## config.mk

```make
export PLATFORM = sky130hd
export DESIGN_NAME = multicycle_control_flat
export DESIGN_NICKNAME = d
export VERILOG_FILES = /design/src/rtl/multicycle_control_pkg.sv /design/src/rtl/multicycle_control_if.sv /design/src/rtl/multicycle_control_instr_class_decode.sv /design/src/rtl/multicycle_control.sv /design/src/flat_wrapper.sv
export SDC_FILE = /design/constraint.sdc
export NUM_CORES = 1
export LEC_CHECK = 0
export ABC_AREA = 1
export CAP_MARGIN = 20
export CORE_ASPECT_RATIO = 0.8
export CORE_UTILIZATION = 31
export DETAILED_ROUTE_END_ITERATION = 8
export PLACE_DENSITY = 0.74
export SYNTH_ARGS = -nofsm -noshare
export SYNTH_HDL_FRONTEND = slang
export SYNTH_SLANG_ARGS = --single-unit
export TNS_END_PERCENT = 100
```

## constraint.sdc

```tcl
create_clock -name Clk -period 1.29 [get_ports Clk]
set_clock_uncertainty 0.2 [all_clocks]
set_input_delay 0.1935 -clock Clk [delete_from_list [all_inputs] [get_ports Clk]]
set_output_delay 0.1935 -clock Clk [all_outputs]
set_load 0.02 [all_outputs]
```

## src/rtl/multicycle_control_pkg.sv

```systemverilog
// rtl/multicycle_control_pkg.sv - opcodes, ALU codes, FSM states and control bundle for the multicycle controller
package multicycle_control_pkg;

    localparam logic [5:0] OP_BEQ   = 6'b000000;
    localparam logic [5:0] OP_BNE   = 6'b000001;
    localparam logic [5:0] OP_LB    = 6'b000011;
    localparam logic [5:0] OP_SB    = 6'b000111;
    localparam logic [5:0] OP_LW    = 6'b001111;
    localparam logic [5:0] OP_SW    = 6'b011111;
    localparam logic [5:0] OP_ADDI  = 6'b110000;
    localparam logic [5:0] OP_ANDI  = 6'b110010;
    localparam logic [5:0] OP_ORI   = 6'b110011;
    localparam logic [5:0] OP_LI    = 6'b111000;
    localparam logic [5:0] OP_LUI   = 6'b111001;
    localparam logic [5:0] OP_B     = 6'b111111;
    localparam logic [5:0] OP_RTYPE = 6'b100000;

    localparam logic [3:0] ALU_ADD = 4'b0000;
    localparam logic [3:0] ALU_SUB = 4'b0001;
    localparam logic [3:0] ALU_AND = 4'b0010;
    localparam logic [3:0] ALU_OR  = 4'b0011;
    localparam logic [3:0] ALU_NOT = 4'b0100;
    localparam logic [3:0] ALU_SRA = 4'b1000;
    localparam logic [3:0] ALU_SRL = 4'b1001;
    localparam logic [3:0] ALU_SLL = 4'b1010;
    localparam logic [3:0] ALU_ROL = 4'b1100;
    localparam logic [3:0] ALU_ROR = 4'b1101;

    typedef enum logic [2:0] {
        ST_IDLE   = 3'd0,
        ST_FETCH  = 3'd1,
        ST_DECODE = 3'd2,
        ST_EXEC   = 3'd3,
        ST_MEM    = 3'd4,
        ST_WB     = 3'd5,
        ST_BRANCH = 3'd6
    } state_t;

    typedef struct packed {
        logic is_rtype;
        logic is_imm;
        logic is_load;
        logic is_store;
        logic is_byte;
        logic is_branch;
        logic is_illegal;
    } instr_class_t;

    typedef struct packed {
        logic       ir_ld_en;
        logic       pc_ld_en;
        logic       pc_sel;
        logic       rf_bsel;
        logic       rf_wr_en;
        logic       rf_wr_data_sel;
        logic       alu_ain_zero;
        logic       alu_bin_sel;
        logic [3:0] alu_func;
        logic       mem_req;
        logic       mem_wr_en;
        logic       byte_op;
        logic       illegal_op;
        logic       mem_err;
    } ctrl_t;

    function automatic logic alu_func_legal(input logic [3:0] func);
        case (func)
            ALU_ADD, ALU_SUB, ALU_AND, ALU_OR, ALU_NOT,
            ALU_SRA, ALU_SRL, ALU_SLL, ALU_ROL, ALU_ROR: return 1'b1;
            default:                                     return 1'b0;
        endcase
    endfunction

endpackage

```

## src/rtl/multicycle_control_if.sv

```systemverilog
// rtl/multicycle_control_if.sv - datapath/memory control bundle between controller (master) and datapath (slave)
interface multicycle_control_if;
    logic [31:0] Instr;
    logic        ALU_zero;
    logic        MEM_Ack;
    logic        IR_LdEn;
    logic        PC_LdEn;
    logic        PC_sel;
    logic        RF_Bsel;
    logic        RF_WrEn;
    logic        RF_WrData_sel;
    logic        ALU_Ain_zero;
    logic        ALU_Bin_sel;
    logic [3:0]  ALU_func;
    logic        MEM_Req;
    logic        MEM_WrEn;
    logic        Byte_op;
    logic        Illegal_op;
    logic        Mem_err;

    modport master (
        input  Instr, ALU_zero, MEM_Ack,
        output IR_LdEn, PC_LdEn, PC_sel, RF_Bsel, RF_WrEn, RF_WrData_sel,
               ALU_Ain_zero, ALU_Bin_sel, ALU_func, MEM_Req, MEM_WrEn,
               Byte_op, Illegal_op, Mem_err
    );

    modport slave (
        output Instr, ALU_zero, MEM_Ack,
        input  IR_LdEn, PC_LdEn, PC_sel, RF_Bsel, RF_WrEn, RF_WrData_sel,
               ALU_Ain_zero, ALU_Bin_sel, ALU_func, MEM_Req, MEM_WrEn,
               Byte_op, Illegal_op, Mem_err
    );
endinterface

```

## src/rtl/multicycle_control_instr_class_decode.sv

```systemverilog
// rtl/multicycle_control_instr_class_decode.sv - combinational instruction classification from opcode and func
module multicycle_control_instr_class_decode
    import multicycle_control_pkg::*;
(
    input  logic [5:0]   opcode,
    input  logic [3:0]   func,
    output instr_class_t cls
);

    always_comb begin
        cls = '0;
        case (opcode)
            OP_RTYPE: begin
                cls.is_rtype   = 1'b1;
                // An unknown ALU func is rejected here so the instruction never reaches EXEC.
                cls.is_illegal = !alu_func_legal(func);
            end
            OP_ADDI, OP_ANDI, OP_ORI, OP_LI, OP_LUI: cls.is_imm = 1'b1;
            OP_LW: cls.is_load = 1'b1;
            OP_LB: begin
                cls.is_load = 1'b1;
                cls.is_byte = 1'b1;
            end
            OP_SW: cls.is_store = 1'b1;
            OP_SB: begin
                cls.is_store = 1'b1;
                cls.is_byte  = 1'b1;
            end
            OP_BEQ, OP_BNE, OP_B: cls.is_branch = 1'b1;
            default: cls.is_illegal = 1'b1;
        endcase
    end

endmodule

```

## src/rtl/multicycle_control.sv

```systemverilog
// rtl/multicycle_control.sv - multicycle CPU control FSM with data-memory req/ack handshake and timeout
module multicycle_control
    import multicycle_control_pkg::*;
#(
    parameter int MEM_TIMEOUT = 16
) (
    input  logic                Clk,
    input  logic                Rst_n,
    multicycle_control_if.master bus
);

    localparam int              CNT_W    = (MEM_TIMEOUT > 1) ? $clog2(MEM_TIMEOUT) : 1;
    localparam logic [CNT_W-1:0] CNT_LAST = CNT_W'(MEM_TIMEOUT - 1);

    state_t            state_q, state_d;
    logic [CNT_W-1:0]  cnt_q, cnt_d;
    instr_class_t      cls;
    ctrl_t             ctrl;

    logic [5:0]        opcode;
    logic [3:0]        func;
    logic              uses_rt;
    logic              ain_zero;
    logic [3:0]        alu_op;
    logic              timed_out;
    logic              branch_taken;

    assign opcode = bus.Instr[31:26];
    assign func   = bus.Instr[3:0];

    multicycle_control_instr_class_decode u_class (
        .opcode (opcode),
        .func   (func),
        .cls    (cls)
    );

    assign uses_rt      = (opcode == OP_BEQ) || (opcode == OP_BNE) ||
                          (opcode == OP_SB)  || (opcode == OP_SW);
    assign ain_zero     = (opcode == OP_LI) || (opcode == OP_LUI);
    assign timed_out    = (MEM_TIMEOUT != 0) && (cnt_q == CNT_LAST);
    assign branch_taken = (opcode == OP_B) ||
                          ((opcode == OP_BEQ) && bus.ALU_zero) ||
                          ((opcode == OP_BNE) && !bus.ALU_zero);

    always_comb begin
        alu_op = ALU_ADD;
        if (cls.is_rtype)            alu_op = func;
        else if (opcode == OP_ANDI)  alu_op = ALU_AND;
        else if (opcode == OP_ORI)   alu_op = ALU_OR;
    end

    always_ff @(posedge Clk or negedge Rst_n) begin
        if (!Rst_n) begin
            state_q <= ST_IDLE;
            cnt_q   <= '0;
        end else begin
            state_q <= state_d;
            cnt_q   <= cnt_d;
        end
    end

    always_comb begin
        state_d = state_q;
        case (state_q)
            ST_IDLE:   state_d = ST_FETCH;
            ST_FETCH:  state_d = ST_DECODE;
            ST_DECODE: begin
                if (cls.is_illegal)      state_d = ST_FETCH;
                else if (cls.is_branch)  state_d = ST_BRANCH;
                else                     state_d = ST_EXEC;
            end
            ST_EXEC:   state_d = (cls.is_load || cls.is_store) ? ST_MEM : ST_WB;
            ST_MEM: begin
                // An ack landing on the last allowed cycle beats the timeout.
                if (bus.MEM_Ack)         state_d = cls.is_load ? ST_WB : ST_FETCH;
                else if (timed_out)      state_d = ST_FETCH;
            end
            ST_WB:     state_d = ST_FETCH;
            ST_BRANCH: state_d = ST_FETCH;
            default:   state_d = ST_IDLE;
        endcase
    end

    // Counter runs only while staying in MEM, so every MEM entry starts from zero.
    assign cnt_d = ((state_q == ST_MEM) && (state_d == ST_MEM)) ? cnt_q + CNT_W'(1) : '0;

    always_comb begin
        ctrl = '0;
        case (state_q)
            ST_FETCH: ctrl.ir_ld_en = 1'b1;
            ST_DECODE: begin
                ctrl.rf_bsel = uses_rt;
                if (cls.is_illegal) begin
                    ctrl.illegal_op = 1'b1;
                    ctrl.pc_ld_en   = 1'b1;
                end
            end
            ST_EXEC: begin
                ctrl.rf_bsel      = uses_rt;
                ctrl.alu_func     = alu_op;
                ctrl.alu_bin_sel  = !cls.is_rtype;
                ctrl.alu_ain_zero = ain_zero;
            end
            ST_MEM: begin
                ctrl.alu_func     = alu_op;
                ctrl.alu_bin_sel  = !cls.is_rtype;
                ctrl.alu_ain_zero = ain_zero;
                ctrl.mem_req      = 1'b1;
                ctrl.mem_wr_en    = cls.is_store;
                ctrl.byte_op      = cls.is_byte;
                if (bus.MEM_Ack) begin
                    ctrl.pc_ld_en = cls.is_store;
                end else if (timed_out) begin
                    ctrl.mem_err  = 1'b1;
                    ctrl.pc_ld_en = 1'b1;
                end
            end
            ST_WB: begin
                ctrl.alu_func       = alu_op;
                ctrl.alu_bin_sel    = !cls.is_rtype;
                ctrl.alu_ain_zero   = ain_zero;
                ctrl.rf_wr_en       = 1'b1;
                ctrl.rf_wr_data_sel = cls.is_load;
                ctrl.pc_ld_en       = 1'b1;
            end
            ST_BRANCH: begin
                ctrl.rf_bsel     = uses_rt;
                ctrl.alu_func    = ALU_SUB;
                ctrl.alu_bin_sel = 1'b0;
                ctrl.pc_ld_en    = 1'b1;
                ctrl.pc_sel      = branch_taken;
            end
            default: ;
        endcase
    end

    assign bus.IR_LdEn       = ctrl.ir_ld_en;
    assign bus.PC_LdEn       = ctrl.pc_ld_en;
    assign bus.PC_sel        = ctrl.pc_sel;
    assign bus.RF_Bsel       = ctrl.rf_bsel;
    assign bus.RF_WrEn       = ctrl.rf_wr_en;
    assign bus.RF_WrData_sel = ctrl.rf_wr_data_sel;
    assign bus.ALU_Ain_zero  = ctrl.alu_ain_zero;
    assign bus.ALU_Bin_sel   = ctrl.alu_bin_sel;
    assign bus.ALU_func      = ctrl.alu_func;
    assign bus.MEM_Req       = ctrl.mem_req;
    assign bus.MEM_WrEn      = ctrl.mem_wr_en;
    assign bus.Byte_op       = ctrl.byte_op;
    assign bus.Illegal_op    = ctrl.illegal_op;
    assign bus.Mem_err       = ctrl.mem_err;

endmodule

```

## src/flat_wrapper.sv

```systemverilog
// flat-port wrapper written by rule: the top's interface ports become plain ports
module multicycle_control_flat import multicycle_control_pkg::*;
#(
    parameter int MEM_TIMEOUT = 16
)
  (Clk, Rst_n, bus_Instr, bus_ALU_zero, bus_MEM_Ack, bus_IR_LdEn, bus_PC_LdEn, bus_PC_sel, bus_RF_Bsel, bus_RF_WrEn, bus_RF_WrData_sel, bus_ALU_Ain_zero, bus_ALU_Bin_sel, bus_ALU_func, bus_MEM_Req, bus_MEM_WrEn, bus_Byte_op, bus_Illegal_op, bus_Mem_err);
  multicycle_control_if bus_i ();
  input  logic Clk;
  input  logic Rst_n;
  input wire logic [$bits(bus_i.Instr)-1:0] bus_Instr;
  input wire logic [$bits(bus_i.ALU_zero)-1:0] bus_ALU_zero;
  input wire logic [$bits(bus_i.MEM_Ack)-1:0] bus_MEM_Ack;
  output wire logic [$bits(bus_i.IR_LdEn)-1:0] bus_IR_LdEn;
  output wire logic [$bits(bus_i.PC_LdEn)-1:0] bus_PC_LdEn;
  output wire logic [$bits(bus_i.PC_sel)-1:0] bus_PC_sel;
  output wire logic [$bits(bus_i.RF_Bsel)-1:0] bus_RF_Bsel;
  output wire logic [$bits(bus_i.RF_WrEn)-1:0] bus_RF_WrEn;
  output wire logic [$bits(bus_i.RF_WrData_sel)-1:0] bus_RF_WrData_sel;
  output wire logic [$bits(bus_i.ALU_Ain_zero)-1:0] bus_ALU_Ain_zero;
  output wire logic [$bits(bus_i.ALU_Bin_sel)-1:0] bus_ALU_Bin_sel;
  output wire logic [$bits(bus_i.ALU_func)-1:0] bus_ALU_func;
  output wire logic [$bits(bus_i.MEM_Req)-1:0] bus_MEM_Req;
  output wire logic [$bits(bus_i.MEM_WrEn)-1:0] bus_MEM_WrEn;
  output wire logic [$bits(bus_i.Byte_op)-1:0] bus_Byte_op;
  output wire logic [$bits(bus_i.Illegal_op)-1:0] bus_Illegal_op;
  output wire logic [$bits(bus_i.Mem_err)-1:0] bus_Mem_err;
  assign bus_i.Instr = bus_Instr;
  assign bus_i.ALU_zero = bus_ALU_zero;
  assign bus_i.MEM_Ack = bus_MEM_Ack;
  assign bus_IR_LdEn = bus_i.IR_LdEn;
  assign bus_PC_LdEn = bus_i.PC_LdEn;
  assign bus_PC_sel = bus_i.PC_sel;
  assign bus_RF_Bsel = bus_i.RF_Bsel;
  assign bus_RF_WrEn = bus_i.RF_WrEn;
  assign bus_RF_WrData_sel = bus_i.RF_WrData_sel;
  assign bus_ALU_Ain_zero = bus_i.ALU_Ain_zero;
  assign bus_ALU_Bin_sel = bus_i.ALU_Bin_sel;
  assign bus_ALU_func = bus_i.ALU_func;
  assign bus_MEM_Req = bus_i.MEM_Req;
  assign bus_MEM_WrEn = bus_i.MEM_WrEn;
  assign bus_Byte_op = bus_i.Byte_op;
  assign bus_Illegal_op = bus_i.Illegal_op;
  assign bus_Mem_err = bus_i.Mem_err;
  multicycle_control #(.MEM_TIMEOUT(MEM_TIMEOUT)) u_core (.Clk(Clk), .Rst_n(Rst_n), .bus(bus_i));
endmodule
```

==> results of run 1 <==
## final timing paths
kind	start	to	depth (start not counted)
setup / recovery	u_core.state_q[2]	bus_PC_LdEn	6
hold / removal	u_core.cnt_q[0]	u_core.cnt_q[0]	2
setup reg to reg	u_core.state_q[0]	u_core.state_q[0]	9
hold reg to reg	u_core.cnt_q[0]	u_core.cnt_q[0]	2
max in group asynchronous	Rst_n	u_core.state_q[1]	2
min in group asynchronous	Rst_n	u_core.state_q[2]	2
## sequential cells by signal, indices dropped and copies added, names as in the netlist
register / cells
u_core.cnt_q: 4
u_core.state_q: 3
## power groups by stage
| stage | logic [mW] | clock network (mW) | registers [mW] |
|---|---|---|---|
| 2_1_floorplan | 0.726 | 0 | 0.319 |
| 3_3_place_gp | 1.19 | 0 | 0.367 |
| 3_5_place_dp | 1.21 | 0 | 0.368 |
| 4_1_cts | 1.76 | 0.203 | 0.373 |
| 5_1_grt | 2.16 | 0.219 | 0.404 |
| 6_report | 2.07 | 0.206 | 0.401 |
## critical path: cells and delay by family (launching register included)
kind / cells / cell delay [ns]
compound gates: 1 / 0.19
simple gates: 3 / 0.22
flops: 1 / 0.50
buf+inv: 2 / 0.29
## metal layers
layer / vias up / part of all wire
li1: 579 / -
met1: 579 / 0.43
met2: 42 / 0.52
met3: 0 / 0.051
met4: 0 / 0
met5: - / 0
## final cells by class
class                           instances  area [sq um]  area share
Multi-Input combinational cell         94           728       0.401
Tap cell                               25          31.3      0.0172
Inverter                               27           108      0.0592
Sequential cell                         7           178      0.0977
Timing Repair Buffer                   83           747       0.411
Clock buffer                            4          26.3      0.0145
## through the flow
| step | utilization | setup TNS (ns) |
|---|---|---|
| 2_1_floorplan | - | -2.31 |
| 3_3_place_gp | 0.645 | -19.23 |
| 3_5_place_dp | 0.645 | -20.21 |
| 4_1_cts | 0.757 | -9.26 |
| 5_1_grt | 0.814 | -11.49 |
| 6_report | 0.814 | -10.77 |
## kinds of logic (layout without fill, tap and decap cells)
| family | after synthesis | after routing |
|---|---|---|
| AND/OR/NAND/NOR | 76 | 76 |
| buffers and inverters | 28 | 114 |
| AO/OA/AOI/OAI | 16 | 16 |
| flip-flops | 7 | 7 |
| adder cells (fa/ha/maj) | 1 | 1 |
| XOR/XNOR | 1 | 1 |
## cells in the final DEF, fill, tap and decap left out, drive strengths merged
cell type	netlist	routed
nor2	32	32
a211oi	1	1
inv	26	26
o21ai	5	5
ha	1	1
clkdlybuf4s50	0	7
dfrtp	7	7
xor2	1	1
nor3	6	6
nand3	12	12
clkdlybuf4s15	0	1
buf	1	73
o211ai	3	3
nand2	26	26
dlygate4sd3	0	1
a21oi	7	7
clkinv	1	1
clkbuf	0	5
## repair_timing
| action | 4_1_cts | 5_1_grt |
|---|---|---|
| hold buffers | 1 | 0 |
| endpoints found under the setup margin | 24 | 24 |
| pin swaps | 20 | 13 |
| buffers inserted | 14 | 9 |
| gates resized for setup | 156 | 29 |
| endpoints found under the hold margin | 4 | 0 |
==> summary.md, run 1 <==
| Metric | Value |
|---|---|
| Busiest grt layer | `met2` |
| Synth top area cells | `dfrtp_1 23%, nor2_1 13%, inv_1 12%, nand2_1 11%, nand3_1 5.9%` |
| Startpoint Class | `flip-flop` |
| Core area | `2230 sq um` |
| Port Buffers | `30` |
| Share of cells above drive strength 1 | `0.647` |
| GRT Util Overall | `0.241` |
| Mapped Cells | `129` |
| Critical Path Fanout Max | `6` |
| Drt pass-1 iters | `7` |
| H-tree levels | `1` |
| WL/cell | `14.3 microns` |
| Syn_nets | `166` |
| XOR/XNOR Fraction of Synth Area | `0.0115` |
| Combinational power share | `0.773` |
| Reg-to-reg setup timing slack | `-0.50 ns` |
| Die area | `2660 sq um` |
| DP Worst Slack | `-1.25 ns` |
| Netlist cell types | `20` |
| Final worst setup slack | `-0.572 ns` |
| Final non-filler cell total | `240` |
| Leakage | `0.934 nW` |
| Most frequent cell after synthesis | `nor2_1` |
| Peak VDD IR | `1.44 mV` |
| Synth top area share | `0.230` |
| Vias per cell | `5.00` |
| Starting DRT DRC Count | `34` |
| Register bit total from synthesis | `7` |
| N_diodes | `0` |
| Final min period | `1.86 ns` |
| Simple-gate share of the synthesized area | `0.477` |
| Number of global-route vias before repair | `1114` |
| Core Rows | `15` |
| Clock Pin Slew Worst Setup and Hold Paths | `0.07 ns` |
| Warnings from Yosys | `0` |
| Max-slew violations | `0` |
| Max Fclk | `537 MHz` |
| Slew headroom | `0.775` |
| Routed vias | `1200` |
| M2 GR Usage | `0.456` |
| Final critical-path share of the clock period | `1.44` |
| Clk sinks | `7` |
| CTS tree | `yes` |
| Placed Area | `1440 sq um` |
| Internal power | `1.47 mW` |
| Overflow after GRT | `0` |
| CP arrival | `1.47 ns` |
| Synth-to-Final Area Change | `139%` |
| Post-synthesis mux area share | `0` |
| Hold Crit Class | `flip-flop to flip-flop` |
| EDFF count, synth | `0` |
| Post-synth top cells | `26 x nor2_1, 25 x inv_1, 22 x nand2_1, 9 x nand3_1` |
| Met1 global-route usage | `0.299` |
| Placed cell count | `214` |
| Sw Share | `0.452` |
| # setup viols final | `24` |
| Crit path kind | `flip-flop to output port` |
| Post-Synth Adder-Cell Area | `0.0164` |
| CP max stage delay | `0.50 ns` |
| Slowest CP cell | `dfrtp_2` |
| Die Span Y | `46.3 microns` |
| P_sw | `1.21 mW` |
| Clk_lat worst skew | `0.26 ns` |
| Mean Syn Cell Area | `5.90 sq um` |
| Clk pwr share | `0.077` |
| Critical Path End Type | `output port` |
| Area leader, netlist | `dfrtp_1` |
| M3 GR Usage | `0.0393` |
| Seq pwr share | `0.150` |
| IO Pins | `53` |
| Post-route DRC | `1` |
| Clock Root Buffer | `clkbuf_4` |
| Filler cell count | `140` |
| Async S/R FF share, synth | `1.00` |
| Slew @ Worst Pin | `0.337 ns` |
| Hold WS | `0.353 ns` |
| Status | `complete, but fails checks` |
| Chip width | `57.4 microns` |
| Max_cap viols | `0` |
| Failing checks | `design-rule violations, negative setup slack` |
| # nets final | `253` |
| Cell Chain, Critical Path | `buf_6 -> nand2_4 -> nor3_4 -> a211oi_2 -> nand2_1 -> buf_6` |
| Final hold vios | `0` |
| RSZ-0062 raised after global routing | `true` |
| Sequential area share after synthesis | `0.230` |
| Cts bufs inserted | `3` |
| WP data required | `0.90 ns` |
| CTS Buffer Depth | `2` |
| Hpwl dp | `2.18 mm` |
| Total Power | `2.68 mW` |
| Cell Area, Synth | `761 sq um` |
| Complex-gate fraction of the synthesized area | `0.125` |
| Most frequent cell on the critical path | `buf_6` |
| GP Congestion | `0.910` |
| Design area | `1820 sq um` |
| Pin count of the biggest net entering global routing | `8` |
| First-pass GRT wire length | `4.91 mm` |
| Synth Flop Type | `dfrtp_1` |
| Largest family of logic cells by synthesized area | `simple AND/OR/NAND/NOR gates` |
| Antenna violations before repair | `0` |
| Drt total wl | `3.44 mm` |
| Initial Utilization | `0.341` |
| Routed Antenna Nets | `0` |
| P per Cell Area | `1470 nW/um^2` |
Note: power is estimated with default switching activity, not from simulation.
==> inputs of run 2 (changes only) <==
--- a/config.mk
+++ b/config.mk
@@ -10,6 +10,7 @@
 export CORE_ASPECT_RATIO = 0.8
 export CORE_UTILIZATION = 31
 export DETAILED_ROUTE_END_ITERATION = 8
+export HOLD_SLACK_MARGIN = 0.08
 export PLACE_DENSITY = 0.74
 export SYNTH_ARGS = -nofsm -noshare
 export SYNTH_HDL_FRONTEND = slang
==> results of run 2 <==
Same layout as run 1: the final DEF is identical, and so are final timing and power.
